File: src/rtl/uc_arbiter_pkg.sv
// Shared types and constants for the unit-clause arbiter slice.
//   literal_t       : default-width literal (MSB = polarity, rest = variable index)
//   uc_arb_state_e  : broadcast FSM states
//   VAR_IDX_W       : variable-index width for the default literal width
//   NULL_VAR        : variable index marking a null literal
package c_arbiter_pkg;

    localparam int unsigned DEF_VARIABLE_LENGTH = 11;
    localparam int unsigned VAR_IDX_W           = DEF_VARIABLE_LENGTH - 1;
    localparam logic [VAR_IDX_W-1:0] NULL_VAR   = '0;

    typedef logic [DEF_VARIABLE_LENGTH-1:0] literal_t;

    typedef enum logic [1:0] {
        IDLE     = 2'd0,
        BCAST    = 2'd1,
        WAIT     = 2'd2,
        CONFLICT = 2'd3
    } uc_arb_state_e;

endpackage

File: src/rtl/uc_arbiter_if.sv
// Engine / distribution-unit bus of the unit-clause arbiter.
//   uc_valid_in, uc_in, conflict_in : per-engine requests, literals, conflicts
//   round_done_in, clear_in         : round completion and synchronous flush
//   uc_grant_out                    : one-hot accept (combinational)
//   chosen_uc_out/_valid_out        : broadcast literal and one-cycle strobe
//   conflict_out, idle_out          : sticky conflict, idle status
//   fifo_count_out                  : FIFO occupancy
// Modports: slave = arbiter side, master = engines / distribution side.
interface uc_arbiter_if
    import c_arbiter_pkg::*;
#(
    parameter int NUM_ENGINE      = 4,
    parameter int VARIABLE_LENGTH = DEF_VARIABLE_LENGTH,
    parameter int UC_DEPTH        = 16
);
    localparam int CNT_W = $clog2(UC_DEPTH + 1);

    logic [NUM_ENGINE-1:0]                      uc_valid_in;
    logic [NUM_ENGINE-1:0][VARIABLE_LENGTH-1:0] uc_in;
    logic [NUM_ENGINE-1:0]                      conflict_in;
    logic                                       round_done_in;
    logic                                       clear_in;
    logic [NUM_ENGINE-1:0]                      uc_grant_out;
    logic [VARIABLE_LENGTH-1:0]                 chosen_uc_out;
    logic                                       chosen_uc_valid_out;
    logic                                       conflict_out;
    logic                                       idle_out;
    logic [CNT_W-1:0]                           fifo_count_out;

    modport slave (
        input  uc_valid_in, uc_in, conflict_in, round_done_in, clear_in,
        output uc_grant_out, chosen_uc_out, chosen_uc_valid_out,
               conflict_out, idle_out, fifo_count_out
    );

    modport master (
        output uc_valid_in, uc_in, conflict_in, round_done_in, clear_in,
        input  uc_grant_out, chosen_uc_out, chosen_uc_valid_out,
               conflict_out, idle_out, fifo_count_out
    );

endinterface

File: src/rtl/uc_fifo.sv
// Synchronous FIFO with occupancy count and synchronous flush.
//   clock, reset : rising-edge clock, asynchronous active-low reset
//   flush        : empties the FIFO (wins over push/pop)
//   push, din    : write request and data (ignored when full)
//   pop, dout    : read request and head-of-queue data (ignored when empty)
//   full, empty, count : status
// DEPTH must be a power of two so the pointers wrap naturally.
module uc_fifo #(
    parameter int unsigned DEPTH = 16,
    parameter int unsigned WIDTH = 11
) (
    input  logic                           clock,
    input  logic                           reset,
    input  logic                           flush,
    input  logic                           push,
    input  logic                           pop,
    input  logic [WIDTH-1:0]               din,
    output logic [WIDTH-1:0]               dout,
    output logic                           full,
    output logic                           empty,
    output logic [$clog2(DEPTH+1)-1:0]     count
);
    localparam int unsigned PTR_W = $clog2(DEPTH);
    localparam int unsigned CNT_W = $clog2(DEPTH + 1);

    logic [WIDTH-1:0] mem [DEPTH];
    logic [PTR_W-1:0] wr_ptr;
    logic [PTR_W-1:0] rd_ptr;
    logic             push_ok;
    logic             pop_ok;

    assign full    = (count == CNT_W'(DEPTH));
    assign empty   = (count == '0);
    assign push_ok = push && !full && !flush;
    assign pop_ok  = pop && !empty && !flush;
    assign dout    = mem[rd_ptr];

    always_ff @(posedge clock) begin
        if (push_ok) mem[wr_ptr] <= din;
    end

    always_ff @(posedge clock or negedge reset) begin
        if (!reset) begin
            wr_ptr <= '0;
            rd_ptr <= '0;
            count  <= '0;
        end else if (flush) begin
            wr_ptr <= '0;
            rd_ptr <= '0;
            count  <= '0;
        end else begin
            if (push_ok) wr_ptr <= wr_ptr + PTR_W'(1);
            if (pop_ok)  rd_ptr <= rd_ptr + PTR_W'(1);
            unique case ({push_ok, pop_ok})
                2'b10:   count <= count + CNT_W'(1);
                2'b01:   count <= count - CNT_W'(1);
                default: count <= count;
            endcase
        end
    end

endmodule

File: src/rtl/uc_arbiter.sv
// Unit-clause arbiter: round-robin collection of unit clauses from
// NUM_ENGINE BCP engines into a FIFO, one broadcast per propagation round,
// and a sticky conflict halt that only clear_in releases.
//   clock, reset : rising-edge clock, asynchronous active-low reset
//   bus          : uc_arbiter_if.slave (requests, grants, broadcast, status)
// Optional feature: define UC_DEDUP_EN to keep a per-variable assignment map
// that drops repeated literals and flags opposite-polarity repeats as conflicts.
module uc_arbiter
    import c_arbiter_pkg::*;
#(
    parameter int NUM_ENGINE      = 4,
    parameter int VARIABLE_LENGTH = DEF_VARIABLE_LENGTH,
    parameter int UC_DEPTH        = 16
) (
    input  logic         clock,
    input  logic         reset,
    uc_arbiter_if.slave  bus
);
    localparam int unsigned IDX_W  = (NUM_ENGINE > 1) ? $clog2(NUM_ENGINE) : 1;
    localparam int unsigned VIDX_W = VARIABLE_LENGTH - 1;
    localparam int unsigned CNT_W  = $clog2(UC_DEPTH + 1);
    localparam logic [VIDX_W-1:0] NULL_IDX = VIDX_W'(NULL_VAR);

    uc_arb_state_e              state_q;
    uc_arb_state_e              next_state;
    logic [IDX_W-1:0]           rr_ptr_q;
    logic [IDX_W-1:0]           grant_idx;
    logic [IDX_W-1:0]           cand;
    logic                       grant_any;
    logic                       can_grant;
    logic [NUM_ENGINE-1:0]      grant_vec;
    logic [VARIABLE_LENGTH-1:0] grant_lit;
    logic [VIDX_W-1:0]          grant_var;
    logic                       lit_null;
    logic                       push;
    logic                       pop;
    logic                       dup_conflict;
    logic                       conflict_evt;
    logic                       fifo_full;
    logic                       fifo_empty;
    logic [VARIABLE_LENGTH-1:0] fifo_dout;
    logic [CNT_W-1:0]           fifo_count;
    logic [VARIABLE_LENGTH-1:0] chosen_q;
    logic                       conflict_q;

    // Full is judged on the pre-dequeue count; reset gating keeps grants low
    // while the asynchronous reset is held.
    assign can_grant = reset && !fifo_full && (state_q != CONFLICT) && !bus.clear_in;

    always_comb begin
        grant_any = 1'b0;
        grant_idx = '0;
        cand      = '0;
        for (int unsigned k = 0; k < NUM_ENGINE; k++) begin
            cand = IDX_W'((32'(rr_ptr_q) + k) % 32'(NUM_ENGINE));
            if (can_grant && !grant_any && bus.uc_valid_in[cand]) begin
                grant_any = 1'b1;
                grant_idx = cand;
            end
        end
    end

    always_comb begin
        grant_vec = '0;
        if (grant_any) grant_vec[grant_idx] = 1'b1;
    end

    assign grant_lit = bus.uc_in[grant_idx];
    assign grant_var = grant_lit[VIDX_W-1:0];
    assign lit_null  = (grant_var == NULL_IDX);

`ifdef UC_DEDUP_EN
    logic [2**VIDX_W-1:0] assigned_q;
    logic [2**VIDX_W-1:0] polarity_q;
    logic                 map_hit;

    assign map_hit      = assigned_q[grant_var];
    assign push         = grant_any && !lit_null && !map_hit;
    assign dup_conflict = grant_any && !lit_null && map_hit &&
                          (polarity_q[grant_var] != grant_lit[VARIABLE_LENGTH-1]);

    always_ff @(posedge clock or negedge reset) begin
        if (!reset) begin
            assigned_q <= '0;
            polarity_q <= '0;
        end else if (bus.clear_in) begin
            assigned_q <= '0;
            polarity_q <= '0;
        end else if (push) begin
            assigned_q[grant_var] <= 1'b1;
            polarity_q[grant_var] <= grant_lit[VARIABLE_LENGTH-1];
        end
    end
`else
    assign push         = grant_any && !lit_null;
    assign dup_conflict = 1'b0;
`endif

    assign conflict_evt = (|bus.conflict_in) || dup_conflict;

    uc_fifo #(
        .DEPTH (UC_DEPTH),
        .WIDTH (VARIABLE_LENGTH)
    ) u_fifo (
        .clock (clock),
        .reset (reset),
        .flush (bus.clear_in),
        .push  (push),
        .pop   (pop),
        .din   (grant_lit),
        .dout  (fifo_dout),
        .full  (fifo_full),
        .empty (fifo_empty),
        .count (fifo_count)
    );

    always_ff @(posedge clock or negedge reset) begin
        if (!reset) state_q <= IDLE;
        else        state_q <= next_state;
    end

    // A conflict arriving in IDLE suppresses the pop so no entry is lost
    // into a broadcast that would never be strobed.
    always_comb begin
        next_state = state_q;
        pop        = 1'b0;
        if (bus.clear_in) begin
            next_state = IDLE;
        end else if (conflict_evt) begin
            next_state = CONFLICT;
        end else begin
            unique case (state_q)
                IDLE: begin
                    if (!fifo_empty) begin
                        pop        = 1'b1;
                        next_state = BCAST;
                    end
                end
                BCAST:    next_state = WAIT;
                WAIT:     if (bus.round_done_in) next_state = IDLE;
                CONFLICT: next_state = CONFLICT;
                default:  next_state = IDLE;
            endcase
        end
    end

    always_ff @(posedge clock or negedge reset) begin
        if (!reset) begin
            rr_ptr_q   <= '0;
            conflict_q <= 1'b0;
            chosen_q   <= '0;
        end else begin
            if (bus.clear_in) begin
                rr_ptr_q   <= '0;
                conflict_q <= 1'b0;
            end else begin
                if (grant_any)
                    rr_ptr_q <= (grant_idx == IDX_W'(NUM_ENGINE - 1)) ? '0 : grant_idx + IDX_W'(1);
                if (conflict_evt)
                    conflict_q <= 1'b1;
            end
            if (pop) chosen_q <= fifo_dout;
        end
    end

    assign bus.uc_grant_out        = grant_vec;
    assign bus.chosen_uc_out       = chosen_q;
    assign bus.chosen_uc_valid_out = (state_q == BCAST);
    assign bus.conflict_out        = conflict_q;
    assign bus.idle_out            = (state_q == IDLE) && fifo_empty;
    assign bus.fifo_count_out      = fifo_count;

endmodule

File: src/flat_wrapper.sv
// flat-port wrapper written by rule: the top's interface ports become plain ports
module uc_arbiter_flat import c_arbiter_pkg::*;
#(
    parameter int NUM_ENGINE      = 4,
    parameter int VARIABLE_LENGTH = DEF_VARIABLE_LENGTH,
    parameter int UC_DEPTH        = 16
)
  (clock, reset, bus_uc_valid_in, bus_uc_in, bus_conflict_in, bus_round_done_in, bus_clear_in, bus_uc_grant_out, bus_chosen_uc_out, bus_chosen_uc_valid_out, bus_conflict_out, bus_idle_out, bus_fifo_count_out);
  uc_arbiter_if #(.NUM_ENGINE(NUM_ENGINE), .VARIABLE_LENGTH(VARIABLE_LENGTH), .UC_DEPTH(UC_DEPTH)) bus_i ();
  input  logic clock;
  input  logic reset;
  input wire logic [$bits(bus_i.uc_valid_in)-1:0] bus_uc_valid_in;
  input wire logic [$bits(bus_i.uc_in)-1:0] bus_uc_in;
  input wire logic [$bits(bus_i.conflict_in)-1:0] bus_conflict_in;
  input wire logic [$bits(bus_i.round_done_in)-1:0] bus_round_done_in;
  input wire logic [$bits(bus_i.clear_in)-1:0] bus_clear_in;
  output wire logic [$bits(bus_i.uc_grant_out)-1:0] bus_uc_grant_out;
  output wire logic [$bits(bus_i.chosen_uc_out)-1:0] bus_chosen_uc_out;
  output wire logic [$bits(bus_i.chosen_uc_valid_out)-1:0] bus_chosen_uc_valid_out;
  output wire logic [$bits(bus_i.conflict_out)-1:0] bus_conflict_out;
  output wire logic [$bits(bus_i.idle_out)-1:0] bus_idle_out;
  output wire logic [$bits(bus_i.fifo_count_out)-1:0] bus_fifo_count_out;
  assign bus_i.uc_valid_in = bus_uc_valid_in;
  assign bus_i.uc_in = bus_uc_in;
  assign bus_i.conflict_in = bus_conflict_in;
  assign bus_i.round_done_in = bus_round_done_in;
  assign bus_i.clear_in = bus_clear_in;
  assign bus_uc_grant_out = bus_i.uc_grant_out;
  assign bus_chosen_uc_out = bus_i.chosen_uc_out;
  assign bus_chosen_uc_valid_out = bus_i.chosen_uc_valid_out;
  assign bus_conflict_out = bus_i.conflict_out;
  assign bus_idle_out = bus_i.idle_out;
  assign bus_fifo_count_out = bus_i.fifo_count_out;
  uc_arbiter #(.NUM_ENGINE(NUM_ENGINE), .VARIABLE_LENGTH(VARIABLE_LENGTH), .UC_DEPTH(UC_DEPTH)) u_core (.clock(clock), .reset(reset), .bus(bus_i));
endmodule
File: config.mk
export PLATFORM = sky130hd
export DESIGN_NAME = uc_arbiter_flat
export DESIGN_NICKNAME = d
export VERILOG_FILES = /design/src/rtl/uc_arbiter_pkg.sv /design/src/rtl/uc_arbiter_if.sv /design/src/rtl/uc_fifo.sv /design/src/rtl/uc_arbiter.sv /design/src/flat_wrapper.sv
export SDC_FILE = /design/constraint.sdc
export NUM_CORES = 1
export LEC_CHECK = 0
export ABC_CLOCK_PERIOD_IN_PS = 4500
export CORE_MARGIN = 3
export CORE_UTILIZATION = 35
export CTS_CLUSTER_SIZE = 25
export DETAILED_ROUTE_END_ITERATION = 7
export MAX_ROUTING_LAYER = met4
export PLACE_DENSITY = 0.63
export SLEW_MARGIN = 0
export SYNTH_ARGS = -nofsm -noshare
export SYNTH_HDL_FRONTEND = slang
export SYNTH_SLANG_ARGS = --single-unit
File: constraint.sdc
create_clock -name clock -period 4.5 [get_ports clock]
set_clock_uncertainty 0.15 [all_clocks]
set_input_delay 1.35 -clock clock [delete_from_list [all_inputs] [get_ports clock]]
set_output_delay 1.35 -clock clock [all_outputs]
set_load 0.02 [all_outputs]
# Yosys cells after proc, flatten, opt, wreduce, memory -nomap -nowiden

Memories as Yosys holds them, arrays and structs flattened. A register that Yosys moved wholly into a read port is not among the register bits.
Index checks and enable logic that the tools add are counted.

Order comparisons: 6
Reductions and logical operators: 35
Equality and inequality tests: 10
$add $sub $neg: 8
Muxes and demuxes: 43

Operator list:

| cell                                                                     | count |
|---|---|
| 11-bit binary-select mux with 2-bit select                               | 1 |
| 2-bit two-way mux                                                        | 11 |
| 4-bit two-way mux                                                        | 5 |
| 1-bit logical AND                                                        | 17 |
| 1-bit two-way mux                                                        | 17 |
| 2-bit by 3-bit < comparator with 1-bit output (second input constant)    | 5 |
| 11-bit two-way mux                                                       | 1 |
| 10-bit logical NOT                                                       | 1 |
| 5-bit case mux with 2 select lines                                       | 1 |
| 4-bit by 1-bit adder with 4-bit output (second input constant)           | 2 |
| 1-bit binary-select mux with 2-bit select                                | 4 |
| 2-bit == test (second input constant)                                    | 4 |
| 1-bit logical NOT                                                        | 8 |
| 4-bit by 3-bit inequality test with 1-bit output (second input constant) | 2 |
| 2-bit case mux with 4 select lines                                       | 1 |
| 2-bit nonzero test                                                       | 4 |
| 5-bit by 1-bit adder with 5-bit output (second input constant)           | 1 |
| 5-bit == test (second input constant)                                    | 1 |
| 5-bit logical NOT                                                        | 1 |
| 5-bit two-way mux                                                        | 1 |
| 5-bit by 1-bit subtractor with 5-bit output (second input constant)      | 1 |
| 2-bit by 1-bit adder with 2-bit output (second input constant)           | 2 |
| 2-bit adder (second input constant)                                      | 2 |
| 2-bit by 1-bit == test with 1-bit output (second input constant)         | 2 |
| 7 further kinds                                                          | 7 |

Bits in writable memories: 176
Bits of input ports: 56
Register bits: 18
Logic and storage cells: 109
Output and inout bits: 23
Memories: 1

Memories:

| name              | words | width | read ports | clocked after Yosys merged registers in | write ports | RTL line      | text |
|---|---|---|---|---|---|---|---|
| u_core.u_fifo.mem | 16    | 11    | 1          | 1                                       | 1           | uc_fifo.sv:26 | `logic [WIDTH-1:0] mem [DEPTH];` |

# Logic depth before layout (Yosys ltp)

Word-level depth: 29
Depth in mapped cells: 18
Mapped depth without buffers: 16

# Hierarchy

Synthesis repeated with hierarchy kept, for this count alone.

Cells, all modules: 616
Area, all modules: 9160.0 um^2

By module, submodules not included:

| module     | seq. area each (um^2) | cells each | area an instance (um^2) | instances |
|---|---|---|---|---|
| uc_fifo    | 5610.4                | 446        | 7684.9                  | 1 |
| uc_arbiter | 400.4                 | 170        | 1475.2                  | 1 |

# Worst setup path before layout

No wires, ideal clock.

Path kind: input-to-reg
Start point: in bus_clear_in
End point: reg u_core.u_fifo.count[4]
Required time: 4268 ps
Path buffers: 3
Cell stages on the path: 18
Arrival time: 4480 ps
Library setup time: 82 ps
Setup slack: -212 ps
Path through: buf_6 or3b_4 a211oi_4 o21a_1 buf_4 o21ai_1 o21ai_1 buf_2 nand2_1 inv_1 ha_1 nor2b_1 o21a_1 o22ai_1 nor2_1 a22o_1 nor3_1 mux2i_1

Cells in the longest elaborated chain, start to end: 26
Elaborated cells between the ends (all ways): 35
Classes of those cells: eq/ne: 2; mux: 13; reduce/logical: 20

Ends and longest elaborated chain:

| element                                                                   | RTL line                                       | text |
|---|---|---|
| start, declared                                                           | flat_wrapper.sv:16                             | `input wire logic [$bits(bus_i.clear_in)-1:0] bus_clear_in;` |
| 1-bit logical NOT                                                         | uc_fifo.sv:34, uc_fifo.sv:35, uc_arbiter.sv:48 |  |
| 1-bit logical AND                                                         | uc_arbiter.sv:48                               | `assign can_grant = reset && !fifo_full && (state_q != CONFLICT) && !bus.clear_in;` |
| 1-bit logical AND                                                         | uc_arbiter.sv:56                               | `if (can_grant && !grant_any && bus.uc_valid_in[cand]) begin` |
| 1-bit two-way mux                                                         | uc_arbiter.sv:56                               |  |
| 1-bit logical NOT                                                         | uc_arbiter.sv:56                               |  |
| 1-bit logical AND (2 in a row)                                            | uc_arbiter.sv:56                               |  |
| 1-bit two-way mux                                                         | uc_arbiter.sv:56                               |  |
| 1-bit logical NOT                                                         | uc_arbiter.sv:56                               |  |
| (+8 left out)                                                             | -                                              |  |
| 11-bit two-way mux (not written as such)                                  | uc_arbiter.sv:68                               | `assign grant_lit = bus.uc_in[grant_idx];` |
| 10-bit logical NOT                                                        | uc_arbiter.sv:70                               | `assign lit_null = (grant_var == NULL_IDX);` |
| 1-bit logical NOT                                                         | uc_arbiter.sv:95                               | `assign push = grant_any && !lit_null;` |
| 1-bit logical AND                                                         | uc_arbiter.sv:95                               |  |
| 1-bit logical AND (2 in a row)                                            | uc_fifo.sv:34                                  | `assign push_ok = push && !full && !flush;` |
| 2-bit by 1-bit == test with 1-bit output or 2-bit == test (tied branches) | uc_fifo.sv:54                                  | `unique case ({push_ok, pop_ok})` |
| 5-bit case mux with 2 select lines                                        | uc_fifo.sv:54                                  |  |
| 5-bit two-way mux                                                         | uc_fifo.sv:47                                  | `end else if (flush) begin` |
| end signal, assigned                                                      | uc_fifo.sv:55                                  | `2'b10: count <= count + CNT_W'(1);` |
| end signal, assigned                                                      | uc_fifo.sv:56                                  | `2'b01: count <= count - CNT_W'(1);` |
| end signal, assigned                                                      | uc_fifo.sv:57                                  | `default: count <= count;` |
| end, declared                                                             | uc_fifo.sv:21                                  | `output logic [$clog2(DEPTH+1)-1:0] count` |

Parallel ways exist; a longest one is shown, timed or not. The select of a mux whose other input is x is not followed.
A chain may end at the register's enable or synchronous reset.

# Final worst setup path

Start point: in bus_uc_valid_in[1]
End point: out bus_uc_grant_out[2]

Cells in the longest elaborated chain, start to end: 21
Elaborated cells between the ends (all ways): 32
Classes of those cells: order compare: 2; mux: 19; reduce/logical: 11

Ends and longest elaborated chain:

| element                                                                                                                               | RTL line           | text |
|---|---|---|
| start, declared                                                                                                                       | flat_wrapper.sv:12 | `input wire logic [$bits(bus_i.uc_valid_in)-1:0] bus_uc_valid_in;` |
| 1-bit binary-select mux with 2-bit select                                                                                             | uc_arbiter.sv:56   |  |
| 1-bit two-way mux (not written as such)                                                                                               | uc_arbiter.sv:56   |  |
| 1-bit logical AND                                                                                                                     | uc_arbiter.sv:56   |  |
| 1-bit two-way mux                                                                                                                     | uc_arbiter.sv:56   |  |
| 1-bit logical NOT                                                                                                                     | uc_arbiter.sv:56   |  |
| 1-bit logical AND (2 in a row)                                                                                                        | uc_arbiter.sv:56   |  |
| 1-bit two-way mux                                                                                                                     | uc_arbiter.sv:56   |  |
| 1-bit logical NOT                                                                                                                     | uc_arbiter.sv:56   |  |
| (+3 left out)                                                                                                                         | -                  |  |
| 1-bit logical NOT                                                                                                                     | uc_arbiter.sv:56   |  |
| 1-bit logical AND (2 in a row)                                                                                                        | uc_arbiter.sv:56   |  |
| 2-bit two-way mux                                                                                                                     | uc_arbiter.sv:56   |  |
| 2-bit by 3-bit < comparator with 1-bit output (not written as such) or 2-bit by 1-bit >= comparator with 1-bit output (tied branches) | uc_arbiter.sv:65   | `if (grant_any) grant_vec[grant_idx] = 1'b1;` |
| 1-bit logical AND (not written as such)                                                                                               | uc_arbiter.sv:65   |  |
| 1-bit two-way mux (not written as such)                                                                                               | uc_arbiter.sv:65   |  |
| 1-bit demux with 2-bit select                                                                                                         | -                  |  |
| 4-bit two-way mux (*)                                                                                                                 | uc_arbiter.sv:65   |  |
| end, declared                                                                                                                         | flat_wrapper.sv:17 | `output wire logic [$bits(bus_i.uc_grant_out)-1:0] bus_uc_grant_out;` |

Every way passes the cells marked *; elsewhere a longest branch is shown, timed or not. The select of a mux whose other input is x is not followed.

==> run metrics <==
Slew HR 13.6%; # Max-Cap Violations 0; worst hold path type flip-flop to flip-flop; root buf cell clkbuf_16; core area 25300 um^2; P per Cell Area 380 nW/um^2; Buffers on Ports 78; sequential fraction of the synthesis area 66.8%; Clock Latency Late Sink 0.49 ns; mux share of post-synthesis cell area 17.4%; hold path cells 1; Worst EP required 3.00 ns; path depth of the worst reg2reg path 18; kind of critical path input pin to output pin; commonest non-fill, non-tap cells in the layout edfxtp_1 (176), clkdlybuf4s50_1 (69), buf_4 (61), mux4_2 (55), dfrtp_1 (27); CP startpoint kind input pin; DP Area 10600 um^2; CTS Hold Buffers Added 0; 1st-iter DRT viols 435; setup violators final 0; grt ovf 0; most common cell after layout, fill and taps aside edfxtp_1; Yosys reg bits 205; area grow syn2layout 27.7%; FF-to-FF Start u_core.state_q[0]; Setup crit end kind output pin; vias in the first global route 5542; ant diodes 0; io pins 79; Final period util 98.7%; Synth Area in Compound Gates 4.70%; CTS tree built; status completed; post-route ant nets 0; DR vias 5323; total power 0.00437 W; post-DP HPWL 14.1 mm; LEAKAGE 3.90 nW; GR Util All Layers 15.8%; Yosys top cell area share 58.7%; starting density of the core 35.6%; drt wl/cell 21.7 um; Worst VDD drop 0.000364 V; final WL 21.7 mm; top area cells in the synthesized netlist edfxtp_1 (59%), mux4_2 (14%), dfrtp_1 (8.1%); vias per cell 5.32; XOR/XNOR Fraction of Synth Area 0.570%; Final Hold Violating Endpoints 0; final worst path period need 4.44 ns; Post-Syn Area 9000 um^2; Cell Chain, Critical Path clkdlybuf4s50_1, buf_4, a221oi_4, o21a_1, buf_6, ha_4, and2_4, buf_6; Fin Setup TNS 0 ns; design area 11500 um^2; Final nets 730; drt drc 0; clock net sink count 205; Min Hold Slack 0.358 ns; cell repeated most along the worst path buf_6; worst hold start u_core.bus.chosen_uc_out[1]; first-pass GRT wire length 33.0 mm; Routability Congestion 0.878; area leader, netlist edfxtp_1; Simple-Gate Fraction of Synth Area 5.89%; initial antenna violation count 0; row count 58; synth warn 0; routed wl met3 987 um; fmax 225 MHz; Yosys cell types 49; CP Max Fanout 4; CP Launch Point bus_uc_valid_in[1]; main combinational cell family by area after synthesis multiplexers; transition time of the tightest slew-check pin 1.30 ns; Avg Cell Area, Syn 17.4 um^2; layout cells sized above 1 30.3%; M1 wire length 9.13 mm; cell count after synthesis 516; clock buffer depth 3; # fillers 2189; met2 routed WL 11.2 mm; Num CTS Buffers 21; flop2flop setup slack 0.67 ns; Slew Limit Fails 0; DIE WIDTH 166 um; htree depth 1; drt first pass iters 5; Crit-path slowest cell clkdlybuf4s50_1; adder-cell share of the synthesized area 2.45%; syn nets 589; die area 27700 um^2; top routing layer in use met4; Die Height 166 um; Critical Path AT 2.94 ns; largest net degree at the start of global routing 31; Worst Hold Path EP u_core.bus.chosen_uc_out[1]; CP max stage delay 0.48 ns; clock edge transition at the registers on the reported setup and hold paths 0.06 ns; RR Endpoint u_core.u_fifo.count[4]
## power breakdown
group | leakage [nW] | internal [W] | switching (W) | total (W)
sequential | 1.97 | 0.00214 | 0.0000341 | 0.00217
clock | 0.329 | 0.00103 | 0.000698 | 0.00173
combinational | 1.60 | 0.000225 | 0.000246 | 0.000471
## worst max-delay path, delay by kind of cell
family | cells | cell delay, ns
and+or+nand+nor | 1 | 0.13
buffers and inverters | 4 | 0.92
AOI/OAI and AO/OA | 2 | 0.41
adders and majority gates | 1 | 0.13
## cell type report
cell class	count	area, um^2	share of cell area [%]
Inverter	15	56.3	0.490
Timing Repair Buffer	147	1370	12.0
Clock inverter	15	156	1.36
Sequential cell	205	6010	52.3
Tap cell	330	413	3.59
Multi-Input combinational cell	267	2950	25.7
Clock buffer	22	529	4.61
## state kept, by name, indices dropped and copies added (netlist names)
signal / flops
u_core.rr_ptr_q: 2
u_core.bus.chosen_uc_out: 11
u_core.bus.conflict_out: 1
u_core.u_fifo.count: 5
u_core.state_q: 2
u_core.u_fifo.rd_ptr: 4
u_core.u_fifo.wr_ptr: 4
u_core.u_fifo.mem: 176
## synthesized netlist by cell type (all sizes together)
cell / n
nor2: 19
a21oi: 19
nor3b: 2
and2: 15
inv: 15
o21a: 4
dfrtp: 29
nor2b: 4
o211ai: 5
edfxtp: 176
buf: 15
fa: 1
a21o: 2
a22o: 1
nand2: 15
nor3: 12
o31ai: 5
mux2i: 18
xnor2: 2
a221oi: 2
or3: 4
and4b: 1
xor2: 3
ha: 16
o22ai: 1
nand3: 5
nor4b: 1
and4: 1
mux4: 55
clkbuf: 14
o41ai: 2
nand2b: 4
nor4: 7
mux2: 13
a211oi: 12
or4: 5
nand3b: 1
o21ai: 9
or3b: 1
## layer usage
metal,GRT usage [%],vias to the layer above
li1,-,2358
met1,21.0,2803
met2,26.2,134
met3,2.24,28
met4,3.30,0
met5,-,-
## per-stage QoR
stage	util (%)	instances	setup slack [ns]
floorplan	-	516	-0.0208
global placement	41.9	957	-0.592
global route	45.5	1001	-0.00538
finish	45.5	1001	0.0596
detailed placement	41.9	957	-0.661
CTS	44.8	997	0.00490
## what timing repair did
action / in CTS / in global routing
gates resized for setup: 34 / 24
pin swaps: 3 / 10
endpoints found under the setup margin: 5 / 7
gates cloned: 0 / 1
setup buffers: 3 / 3
endpoints found under the hold margin: 0 / 0
## cells by family (layout without fill, tap and decap cells)
kind of cell,count (synthesis),after routing
AO/OA/AOI/OAI,62,62
XOR/XNOR,5,5
adder cells (fa/ha/maj),17,17
buffers and inverters,44,199
flip-flops,205,205
multiplexers,86,86
AND/OR/NAND/NOR,97,97
## how the worst max path moves through the flow
stage | to | slack (ns)
6_report | bus_uc_grant_out[2] | 0.06
3_3_place_gp | bus_uc_grant_out[1] | -0.59
3_5_place_dp | bus_uc_grant_out[3] | -0.66
2_1_floorplan | u_core.u_fifo.count[4] | -0.02
5_1_grt | bus_uc_grant_out[2] | -0.005
4_1_cts | bus_uc_grant_out[1] | 0.005
Power figures use the tool's default switching activity.
